### config.mk
export PLATFORM = sky130hd
export DESIGN_NAME = qdr_dly_sequencer
export DESIGN_NICKNAME = d
export VERILOG_FILES = /design/src/rtl/qdr_dly_sequencer.sv
export SDC_FILE = /design/constraint.sdc
export NUM_CORES = 1
export LEC_CHECK = 0
export CAP_MARGIN = 20
export CORE_MARGIN = 4
export CORE_UTILIZATION = 45
export CTS_BUF_LIST = sky130_fd_sc_hd__clkbuf_4 sky130_fd_sc_hd__clkbuf_8
export CTS_CLUSTER_SIZE = 8
export DETAILED_ROUTE_END_ITERATION = 10
export HOLD_SLACK_MARGIN = 0.05
export PLACE_DENSITY = 0.74
export SLEW_MARGIN = 20
export SYNTH_ARGS = -nofsm -noshare
export SYNTH_HDL_FRONTEND = slang
export SYNTH_SLANG_ARGS = --single-unit
### constraint.sdc
create_clock -name dly_clk -period 2.37 [get_ports dly_clk]
set_input_delay 0.474 -clock dly_clk [delete_from_list [all_inputs] [get_ports dly_clk]]
set_output_delay 0.474 -clock dly_clk [all_outputs]
set_load 0.02 [all_outputs]
### src/rtl/qdr_dly_sequencer.sv
// QDR IDELAY/IODELAY tap sequencer.
// Accepts one tap-adjust command at a time and turns it into a train of
// one-cycle enable pulses on either the input or the output delay bank.
// A change of direction is applied first and allowed to settle before the
// first pulse. Consecutive pulses are spaced STEP_GAP cycles apart.
module qdr_dly_sequencer #(
    parameter int N_I      = 36,
    parameter int N_O      = 37,
    parameter int STEP_GAP = 4,
    parameter int SETTLE   = 8
) (
    input  logic           dly_clk,
    input  logic           rst,
    input  logic           cmd_valid,
    output logic           cmd_ready,
    input  logic           cmd_sel_o,
    input  logic           cmd_all,
    input  logic [5:0]     cmd_index,
    input  logic           cmd_inc,
    input  logic [4:0]     cmd_steps,
    output logic [N_I-1:0] dly_en_i,
    output logic [N_O-1:0] dly_en_o,
    output logic           dly_inc_dec,
    output logic           busy,
    output logic           done,
    output logic           err,
    output logic [4:0]     steps_done
);

    typedef enum logic [2:0] {
        IDLE  = 3'd0,
        SETUP = 3'd1,
        PULSE = 3'd2,
        GAP   = 3'd3,
        FIN   = 3'd4
    } state_t;

    // Countdown loads: SETUP lasts SETTLE cycles, GAP lasts STEP_GAP-1 cycles.
    localparam logic [3:0] SETTLE_LD = 4'(SETTLE - 1);
    localparam logic [3:0] GAP_LD    = 4'(STEP_GAP - 2);
    localparam logic [6:0] N_I_LIM   = 7'(N_I);
    localparam logic [6:0] N_O_LIM   = 7'(N_O);

    state_t     state;
    logic       sel_r;
    logic       all_r;
    logic [5:0] idx_r;
    logic [4:0] left_r;
    logic [3:0] cnt_r;

    logic           cmd_bad;
    logic           p_sel;
    logic           p_all;
    logic [5:0]     p_idx;
    logic [N_I-1:0] en_i_nxt;
    logic [N_O-1:0] en_o_nxt;

    function automatic logic [N_I-1:0] mask_i(input logic all, input logic [5:0] idx);
        if (all) return '1;
        return N_I'(1) << idx;
    endfunction

    function automatic logic [N_O-1:0] mask_o(input logic all, input logic [5:0] idx);
        if (all) return '1;
        return N_O'(1) << idx;
    endfunction

    // Ready is a pure decode of IDLE so it drops the moment reset is raised.
    assign cmd_ready = (state == IDLE) && !rst;

    // An individual tap index beyond the selected bank is rejected.
    assign cmd_bad = !cmd_all &&
                     (cmd_sel_o ? ({1'b0, cmd_index} >= N_O_LIM)
                                : ({1'b0, cmd_index} >= N_I_LIM));

    // The first pulse can be issued straight from IDLE, so the pulse pattern
    // comes from the live command fields there and from the latched copy later.
    assign p_sel    = (state == IDLE) ? cmd_sel_o : sel_r;
    assign p_all    = (state == IDLE) ? cmd_all   : all_r;
    assign p_idx    = (state == IDLE) ? cmd_index : idx_r;
    assign en_i_nxt = p_sel ? '0 : mask_i(p_all, p_idx);
    assign en_o_nxt = p_sel ? mask_o(p_all, p_idx) : '0;

    // Command sequencing FSM; every output is registered with the state.
    always_ff @(posedge dly_clk) begin
        if (rst) begin
            state       <= IDLE;
            sel_r       <= 1'b0;
            all_r       <= 1'b0;
            idx_r       <= '0;
            left_r      <= '0;
            cnt_r       <= '0;
            dly_en_i    <= '0;
            dly_en_o    <= '0;
            dly_inc_dec <= 1'b0;
            busy        <= 1'b0;
            done        <= 1'b0;
            err         <= 1'b0;
            steps_done  <= '0;
        end else begin
            dly_en_i <= '0;
            dly_en_o <= '0;
            done     <= 1'b0;
            err      <= 1'b0;
            case (state)
                IDLE: begin
                    if (cmd_valid) begin
                        sel_r      <= cmd_sel_o;
                        all_r      <= cmd_all;
                        idx_r      <= cmd_index;
                        steps_done <= '0;
                        busy       <= 1'b1;
                        if (cmd_bad || cmd_steps == 5'd0) begin
                            state  <= FIN;
                            left_r <= '0;
                            done   <= 1'b1;
                            err    <= cmd_bad;
                        end else if (cmd_inc != dly_inc_dec) begin
                            state       <= SETUP;
                            dly_inc_dec <= cmd_inc;
                            cnt_r       <= SETTLE_LD;
                            left_r      <= cmd_steps;
                        end else begin
                            state      <= PULSE;
                            dly_en_i   <= en_i_nxt;
                            dly_en_o   <= en_o_nxt;
                            steps_done <= 5'd1;
                            left_r     <= cmd_steps - 5'd1;
                        end
                    end
                end
                SETUP: begin
                    if (cnt_r == 4'd0) begin
                        state      <= PULSE;
                        dly_en_i   <= en_i_nxt;
                        dly_en_o   <= en_o_nxt;
                        steps_done <= steps_done + 5'd1;
                        left_r     <= left_r - 5'd1;
                    end else begin
                        cnt_r <= cnt_r - 4'd1;
                    end
                end
                PULSE: begin
                    state <= GAP;
                    cnt_r <= GAP_LD;
                end
                GAP: begin
                    if (cnt_r != 4'd0) begin
                        cnt_r <= cnt_r - 4'd1;
                    end else if (left_r == 5'd0) begin
                        state <= FIN;
                        done  <= 1'b1;
                    end else begin
                        state      <= PULSE;
                        dly_en_i   <= en_i_nxt;
                        dly_en_o   <= en_o_nxt;
                        steps_done <= steps_done + 5'd1;
                        left_r     <= left_r - 5'd1;
                    end
                end
                FIN: begin
                    state <= IDLE;
                    busy  <= 1'b0;
                end
                default: begin
                    state <= IDLE;
                    busy  <= 1'b0;
                end
            endcase
        end
    end

endmodule

## Word level (Yosys, flattened, before mapping)

Index checks and enable logic that the tools add are counted.

| word-level totals | value |
|---|---|
| register bits after elaboration | 102 |
| output and inout port bits | 83 |
| logic and storage cells | 116 |

| operators by class | value |
|---|---|
| $add $sub $neg | 4 |
| magnitude comparators | 2 |
| equal/unequal tests | 12 |
| shift operators | 2 |
| muxes and demuxes | 59 |
| bitwise operators | 4 |
| reductions and logical operators | 20 |

Operator list:

| cell | count |
|---|---|
| $mux 37 | 9 |
| $mux 36 | 9 |
| $pmux 37 s3 | 1 |
| $pmux 36 s3 | 1 |
| $mux 5 | 10 |
| $shl 1x6->37 const A | 1 |
| $shl 1x6->36 const A | 1 |
| $pmux 5 s3 | 2 |
| $mux 4 | 5 |
| $pmux 4 s4 | 1 |
| $mux 3 | 5 |
| $ne 2x2->1 const B | 7 |
| $ge 6x6->1 const B | 2 |
| $pmux 3 s4 | 1 |
| $mux 1 | 11 |
| $logic_not 5->1 | 2 |
| $sub 5x1->5 const B | 2 |
| $reduce_bool 4->1 | 2 |
| $eq 3x2->1 const B | 2 |
| $mux 6 | 1 |
| $reduce_and 6->1 | 1 |
| $add 5x1->5 const B | 1 |
| $reduce_and 5->1 | 1 |
| $logic_not 4->1 | 1 |
| 17 further kinds | 24 |

## Longest topological paths before layout

Gate-level depths: netlist (run 1).

| depth | value |
|---|---|
| depth in word-level cells | 9 |
| gate-level depth with buffers | 8 |

## Least setup slack after synthesis (run 1)

No wires, ideal clock.

| path | value |
|---|---|
| path kind | input to register |
| from | in cmd_steps[0] |
| to | reg dly_en_o[33] |
| library setup time | 128 ps |
| data arrival time | 1844 ps |
| required time | 2242 ps |
| setup slack | 398 ps |
| stages | 8 |
| buffers on the path | 1 |
| cell sequence | inv_1 ha_1 nand2b_1 o32ai_2 o31ai_2 nand2_1 clkbuf_1 nor2_1 |

| between the ends | value |
|---|---|
| longest elaborated chain between the ends | 5 |

RTL lines:

| item | line | RTL |
|---|---|---|
| start: declaration | 20 | `input logic [4:0] cmd_steps,` |
| $logic_not 5->1 | 113 | `if (cmd_bad \|\| cmd_steps == 5'd0) begin` |
| $logic_or 1x1->1 | 113 |  |
| $mux 37 | 113 |  |
| $mux 37 | 107 | `if (cmd_valid) begin` |
| $pmux 37 s3 | 105 | `case (state)` |
| end signal: assignment | 126 | `dly_en_o <= en_o_nxt;` |
| end signal: assignment | 136 | `dly_en_o <= en_o_nxt;` |
| end signal: assignment | 156 | `dly_en_o <= en_o_nxt;` |
| end: declaration | 22 | `output logic [N_O-1:0] dly_en_o,` |

Every way passes these cells.
A chain may end at the register's enable or synchronous reset.

## Final worst setup path (run 1)

| path | value |
|---|---|
| from | reg cnt_r[0] |
| to | reg dly_en_o[1] |

| between the ends | value |
|---|---|
| longest elaborated chain between the ends | 3 |
| elaborated cells on any way between the ends | 5 |

RTL lines:

| item | line | RTL |
|---|---|---|
| start: declaration | 49 | `logic [3:0] cnt_r;` |
| start signal: assignment | 140 | `cnt_r <= cnt_r - 4'd1;` |
| start signal: assignment | 149 | `cnt_r <= cnt_r - 4'd1;` |
| $reduce_bool 4->1 or $logic_not 4->1 (tied branches) | 148, 133 |  |
| $mux 37, on equally long branches | 148, 133 |  |
| $pmux 37 s3 * | 105 |  |

Every way passes the cells marked *; elsewhere a longest branch is shown, timed or not.

==> results.md, run 1 <==
* Root buffer cell: clkbuf_8
* Final Cycle Share at 95.9%
* Unrepaired setup endpoints after global routing: false
* Port bufs at 99
* Diodes inserted at 0
* Area leader, netlist: dfxtp_1
* H-tree depth at 3
* Asr flop ratio synth at 0%
* Most frequent cells in the layout: 102 x dfxtp_1, 98 x clkdlybuf4s50_1, 90 x nor2_1, 37 x nand2_1, 34 x o21ai_0
* Area Overhead vs Synth at 36.0%
* #FFs+latches synth at 102
* Crit path launch: cnt_r[0]
* Syn Nets at 499
* Initial DRC count at 346
* Setup TNS at 0 ps
* Crit start category: flop
* Layout cells sized above 1 at 10.7%
* Clock skew at 15.1 ps
* Fin cells at 704
* FILL cells at 742
* Initial antenna violation count at 0
* FF+latch area at 0.00204 mm^2
* Mean Syn Cell Area at 8.65 um^2
* Vias/cell at 5.58
* YS warnings at 0
* Crit path DAT at 2580 ps
* R2R Path Start: cnt_r[0]
* Min cycle time layout at 2270 ps
* Placed instance count at 687
* Top Ports at 100
* # setup viols final at 0
* Crit-path max FO at 18
* Max Transition Viols Final at 0
* Post-route DRC at 0
* Pwr Density at 968 mW/mm^2
* Max Clk Rate at 0.440 GHz
* Status: finished clean
* Global-route wire length before repair at 17,900 um
* DR vias at 3,928
* GPL Wtd Cong at 0.902
* Pleak at 0.00202 uW
* Worst R2R Path Depth at 7
* CTS tree: done
* TritonRoute pass-1 iters at 5
* Final Util at 63.7%
* EDFF count, synth at 0
* Core area at 0.00881 mm^2
* Clock buffer count from CTS at 9
* Seq pwr share at 37.6%
* CTS clk-pin slew, worst paths at 100 ps
* Top FF cell, synth: dfxtp_1
* Commonest non-fill, non-tap cell in the layout: dfxtp_1
* Cell Rows at 34
* Sw Share at 39.2%
* Hold buffer count at cts at 0
* Int Pwr at 3300 uW
* R2R Path End: dly_en_o[1]
* Mapped Cells at 477
* Vias in the first global route at 3,716
* Die Ht at 104 um
* Worst vdd ir at 0.000491 V
* Fin. Hold Viols at 0
* Clk network pwr share at 20.7%
* Slew headroom at 66.6%
* Total grt overflow at 0
* Sink Count at 102
* Hold slack at 492 ps
* GR Util All Layers at 20.1%
* Die W at 104 um
* Reg2Reg Setup Slack at 100 ps
* Maxcap violations at 0
* Yosys top cell area share at 49.5%
* Sequential fraction of the synthesis area at 49.5%
* WP data required at 2680 ps
* CP Capture Type: flop
* Multi-input combinational cell area at 0.00192 mm^2
* WS Path Type: flop to flop
* Routed len/inst at 15.9 um
* CP endpoint: dly_en_o[1]
* Antenna-violating nets left at 0
* DPL Wire Length at 8060 um
* Synth top area cells: dfxtp_1 49%, nor2_1 8.2%, o21ai_0 4.1%
* NetSw at 2130 uW
* Max Root-Sink Buffers at 2
* Largest net degree at the start of global routing at 37
* Worst Tran Pin Value at 499 ps
* Hold Path Class: flop to flop
* Post-Syn Area at 0.00413 mm^2
* Worst-Skew Late Latency at 370 ps
* Initial core utilization at 46.8%
* Total Wirelength at 11,200 um
* Synth unique cells at 56
* Fin nets at 613
* Die area at 0.0108 mm^2
* Gate power share at 41.7%
[layout make-up]
cell class                      count  share of cell area [%]
Clock buffer                       10                    2.34
Clock inverter                      6                    1.25
Inverter                           10                   0.669
Multi-Input combinational cell    334                    34.2
Sequential cell                   102                    36.4
Tap cell                          108                    2.41
Timing Repair Buffer              134                    22.8
[cell usage after synthesis, types with 2 or more instances]
| cell | number |
|---|---|
| buf_4 | 3 |
| o22ai_1 | 22 |
| o32ai_1 | 11 |
| a31oi_1 | 2 |
| nand3_1 | 12 |
| nor2_1 | 90 |
| xor2_1 | 6 |
| o2111ai_1 | 2 |
| or2_2 | 2 |
| ha_1 | 5 |
| buf_1 | 3 |
| inv_1 | 10 |
| buf_2 | 5 |
| nor3b_1 | 2 |
| o221ai_1 | 2 |
| a211oi_2 | 2 |
| nor3_1 | 12 |
| nand2b_1 | 9 |
| xnor2_1 | 4 |
| nand4b_1 | 5 |
| and3_1 | 3 |
| a32oi_1 | 2 |
| nor4_1 | 4 |
| nand4_1 | 3 |
| clkbuf_1 | 20 |
| a211oi_1 | 5 |
| o21ai_0 | 34 |
| nor2b_1 | 3 |
| a21oi_1 | 16 |
| nand2_1 | 37 |
| dfxtp_1 | 102 |
| o21ai_1 | 10 |
| nand3b_1 | 3 |
| mux2i_1 | 4 |
[what timing repair did]
item / 4_1_cts / 5_1_grt
resized for setup: 2 / 0
hold endpoints to repair: 0 / 0
setup buffers: 0 / 0
pin swaps: 0 / 2
setup endpoints to repair: 9 / 51
cloned: 0 / 1
[per-stage QoR]
stage	worst slack [ps]	total power (uW)	area, um^2
after floorplan	398	3510	4130
after global placement	1.74	4230	5390
after detailed placement	-91.1	4280	5390
after CTS	67.7	5410	5600
after global routing	3.12	5750	5610
final	98.2	5430	5610
[cells by family (layout without fill, tap and decap cells)]
family                   count (synthesis)  in the layout  synth area share (%)
multiplexers                             4              4                 0.971
XOR/XNOR                                10             10                  2.12
AO/OA/AOI/OAI                          120            121                  19.0
adder cells (fa/ha/maj)                  5              5                  1.52
flip-flops                             102            102                  49.5
buffers and inverters                   42            160                  4.43
AND/OR/NAND/NOR                        194            194                  22.4
[state kept, by name, indices dropped and copies added (netlist names)]
signal and count:
dly_en_i 36, steps_done 5, state 3, idx_r 6, done 1, err 1, busy 1, cnt_r 4
left_r 5, dly_en_o 37, all_r 1, dly_inc_dec 1, sel_r 1
[worst min-delay path by stage]
stage,start,end,depth (start not counted)
2_1_floorplan,all_r,all_r,2
3_3_place_gp,sel_r,sel_r,2
3_5_place_dp,sel_r,sel_r,2
4_1_cts,sel_r,sel_r,2
5_1_grt,busy,busy,1
6_report,sel_r,sel_r,2
[layer usage]
layer	share of wire [%]	track usage, %	wire length (um)
met5	0	0	0
met2	47	32.6	5230
met4	1.4	8.07	157
met3	6.8	4.66	767
met1	45	26.0	5050
[critical path: stages, from the launching register on]
cell and delay, ps:
dfxtp_1 340, inv_1 100, ha_1 170, or3b_1 430
a211oi_4 440, o21ba_2 410, o21ai_0 210, nor2_1 110
[power groups by stage]
stage	Combinational [uW]	Clock (uW)	Sequential, uW
detailed placement	2200	0	2080
finish	2270	1120	2040
global route	2460	1220	2070
global placement	2160	0	2070
CTS	2230	1140	2040
floorplan	1310	0	2200
(Power assumes the default switching activity.)
==> run 2, diff against run 1 <==
Settings changed: CAP_MARGIN 20 to not set, CELL_PAD_IN_SITES_DETAIL_PLACEMENT set to 1, CELL_PAD_IN_SITES_GLOBAL_PLACEMENT set to 2, CORE_UTILIZATION 45 to 30, PLACE_DENSITY 0.74 to not set, PLACE_DENSITY_LB_ADDON set to 0.1.
==> run 2 against run 1 <==
Flip-flop and latch count is the same; register-to-register slack about the same; total power is 5.0% higher; cell area grew 3.3%; wire length is 20% higher; fmax rose by 0.42%; non-clock buffer count is 14 higher; combinational power increased by 9.7%; clock power rose by 4%; sequential share of layout area shrank 1.2 points; setup slack better by 9.5 ps; critical path depth unchanged; critical path type unchanged.
==> results.md, run 2 (synthesis gave the netlist of run 1 again) <==
* Port bufs at 99 (unchanged)
* Die W at 125 um (+21%)
* Max FFs per register at 37 (unchanged)
* Worst vdd ir at 0.000355 V (-28%)
* Total power at 5700 uW (+5.0%)
* Commonest non-fill, non-tap cell in the layout: dfxtp_1
* Initial antenna violation count at 0 (unchanged)
* Multi-input combinational cell area at 0.00192 mm^2 (+0.33%)
* Hold buffer count at cts at 0 (unchanged)
* Fin nets at 627 (+2.3%)
* Routed len/inst at 17.2 um (+8.0%)
* Final Cycle Share at 95.5% (-0.40 points)
* Max Transition Viols Final at 0 (unchanged)
* DPL Wire Length at 9860 um (+22%)
* Initial DRC count at 172 (-50%)
* Setup TNS at 0 ps (unchanged)
* CP Capture Type: flop
* TritonRoute pass-1 iters at 4 (-1)
* Sink Count at 102 (unchanged)
* FF+latch area at 0.00204 mm^2 (unchanged)
* Max Clk Rate at 0.442 GHz (+0.42%)
* WS Path Type: flop to flop
* Largest net degree at the start of global routing at 37 (unchanged)
* WP data required at 2670 ps (about the same)
* Crit start category: flop
* FILL cells at 1,600 (+120%)
* Pwr Density at 984 mW/mm^2 (+1.6%)
* Max Root-Sink Buffers at 2 (unchanged)
* Pleak at 0.00208 uW (+3.3%)
* Final Util at 43.4% (-20 points)
* Top flop regs: dly_en_o: 37 flops, dly_en_i: 36 flops, idx_r: 6 flops
* Largest reg by FF count: dly_en_o
* Cell Rows at 42 (+24%)
* Layout cells sized above 1 at 12.6% (+1.9 points)
* Placed instance count at 769 (+12%)
* CTS tree: done
* Vias/cell at 5.05 (-9.4%)
* Fin cells at 785 (+12%)
* Min cycle time layout at 2260 ps (-9.46 ps)
* Status: finished clean
* Maxcap violations at 0 (unchanged)
* Root buffer cell: clkbuf_8
* Total Wirelength at 13,500 um (+20%)
* Die Ht at 125 um (+21%)
* Fin. Hold Viols at 0 (unchanged)
* Antenna-violating nets left at 0 (unchanged)
* Area Overhead vs Synth at 40.5%
* Core area at 0.0133 mm^2 (+52%)
* H-tree depth at 3 (unchanged)
* Post-CTS setup buffer count at 0 (unchanged)
* GR Util All Layers at 16.7% (-3.4 points)
* Worst Tran Pin Value at 521 ps (+21.7 ps)
* Worst-Skew Late Latency at 380 ps (about the same)
* Global-route wire length before repair at 21,400 um (+20%)
* Top Ports at 100 (unchanged)
* Initial core utilization at 30.9% (-16 points)
* Die area at 0.0157 mm^2 (+46%)
* Clock buffer count from CTS at 9 (unchanged)
* Slew headroom at 65.2% (-1.4 points)
* Hold Path Class: flop to flop
* Hold slack at 481 ps (-11.8 ps)
* Diodes inserted at 0 (unchanged)
* Vias in the first global route at 4,057 (+9.2%)
* # setup viols final at 0 (unchanged)
* Crit path DAT at 2560 ps (-20 ps)
* Most frequent cells in the layout: 102 x dfxtp_1, 98 x clkdlybuf4s50_1, 90 x nor2_1, 48 x buf_4, 37 x nand2_1
* Total grt overflow at 0 (unchanged)
* Crit-path max FO at 18 (unchanged)
* Unrepaired setup endpoints after global routing: true
* CTS clk-pin slew, worst paths at 100 ps (about the same)
* Clock skew at 13.9 ps (-1.17 ps)
* GPL Wtd Cong at 0.859 (-4.8%)
* DR vias at 3,967 (+0.99%)
* Post-route DRC at 0 (unchanged)
==> run 2: metal layers <==
layer | GRT usage [%] | routed length, um | vias up | part of all wire [%]
met1 | 22.7 | 6610 | 1906 | 49
met4 | 6.12 | 158 | 0 | 1.2
met2 | 26.4 | 6070 | 106 | 45
met3 | 3.54 | 661 | 15 | 4.9
li1 | - | - | 1940 | -
met5 | 0 | 0 | - | 0
==> run 2: worst max-delay path, stage by stage (launching register included) <==
cell      delay [ps]
dfxtp_1          340
inv_1            100
ha_1             180
or3b_1           420
a211oi_4         430
o21ba_4          320
o21ai_0          220
nor2_1           170
==> run 2: path summary, 6_finish.rpt <==
check	startpoint	slack (ps)	cells past startpoint	end
hold reg to reg	all_r	480	2	all_r
hold / removal	all_r	480	2	all_r
setup / recovery	cnt_r[0]	110	7	dly_en_i[34]
setup reg to reg	cnt_r[0]	110	7	dly_en_i[34]
==> run 2: metrics by stage <==
step	area [um^2]	setup slack (ps)
4_1_cts	5780	24.1
5_1_grt	5800	-16.3
3_3_place_gp	5570	-48.7
3_5_place_dp	5570	-144
2_1_floorplan	4130	398
6_report	5800	108
==> run 2: power by group <==
| part | switching, uW | leakage [uW] | total, uW | internal, uW |
|---|---|---|---|---|
| logic | 1510 | 0.00116 | 2490 | 983 |
| registers | 124 | 0.000827 | 2050 | 1920 |
| clock network | 658 | 0.0000997 | 1160 | 503 |
==> run 2: timing repair <==
item                                    4_1_cts  5_1_grt
gates cloned                                  0        1
endpoints found under the setup margin        8       29
resized for setup                             2        1
pin swaps                                     1        0
endpoints found under the hold margin         0        0
==> run 2: cell type report <==
class                      count  area share, %
clock buffer                   9           2.14
timing repair buffer         148           23.6
sequential                   102           35.2
inverter                      10          0.648
tap                          176           3.80
clock inverter                 6           1.34
multi-input combinational    334           33.2
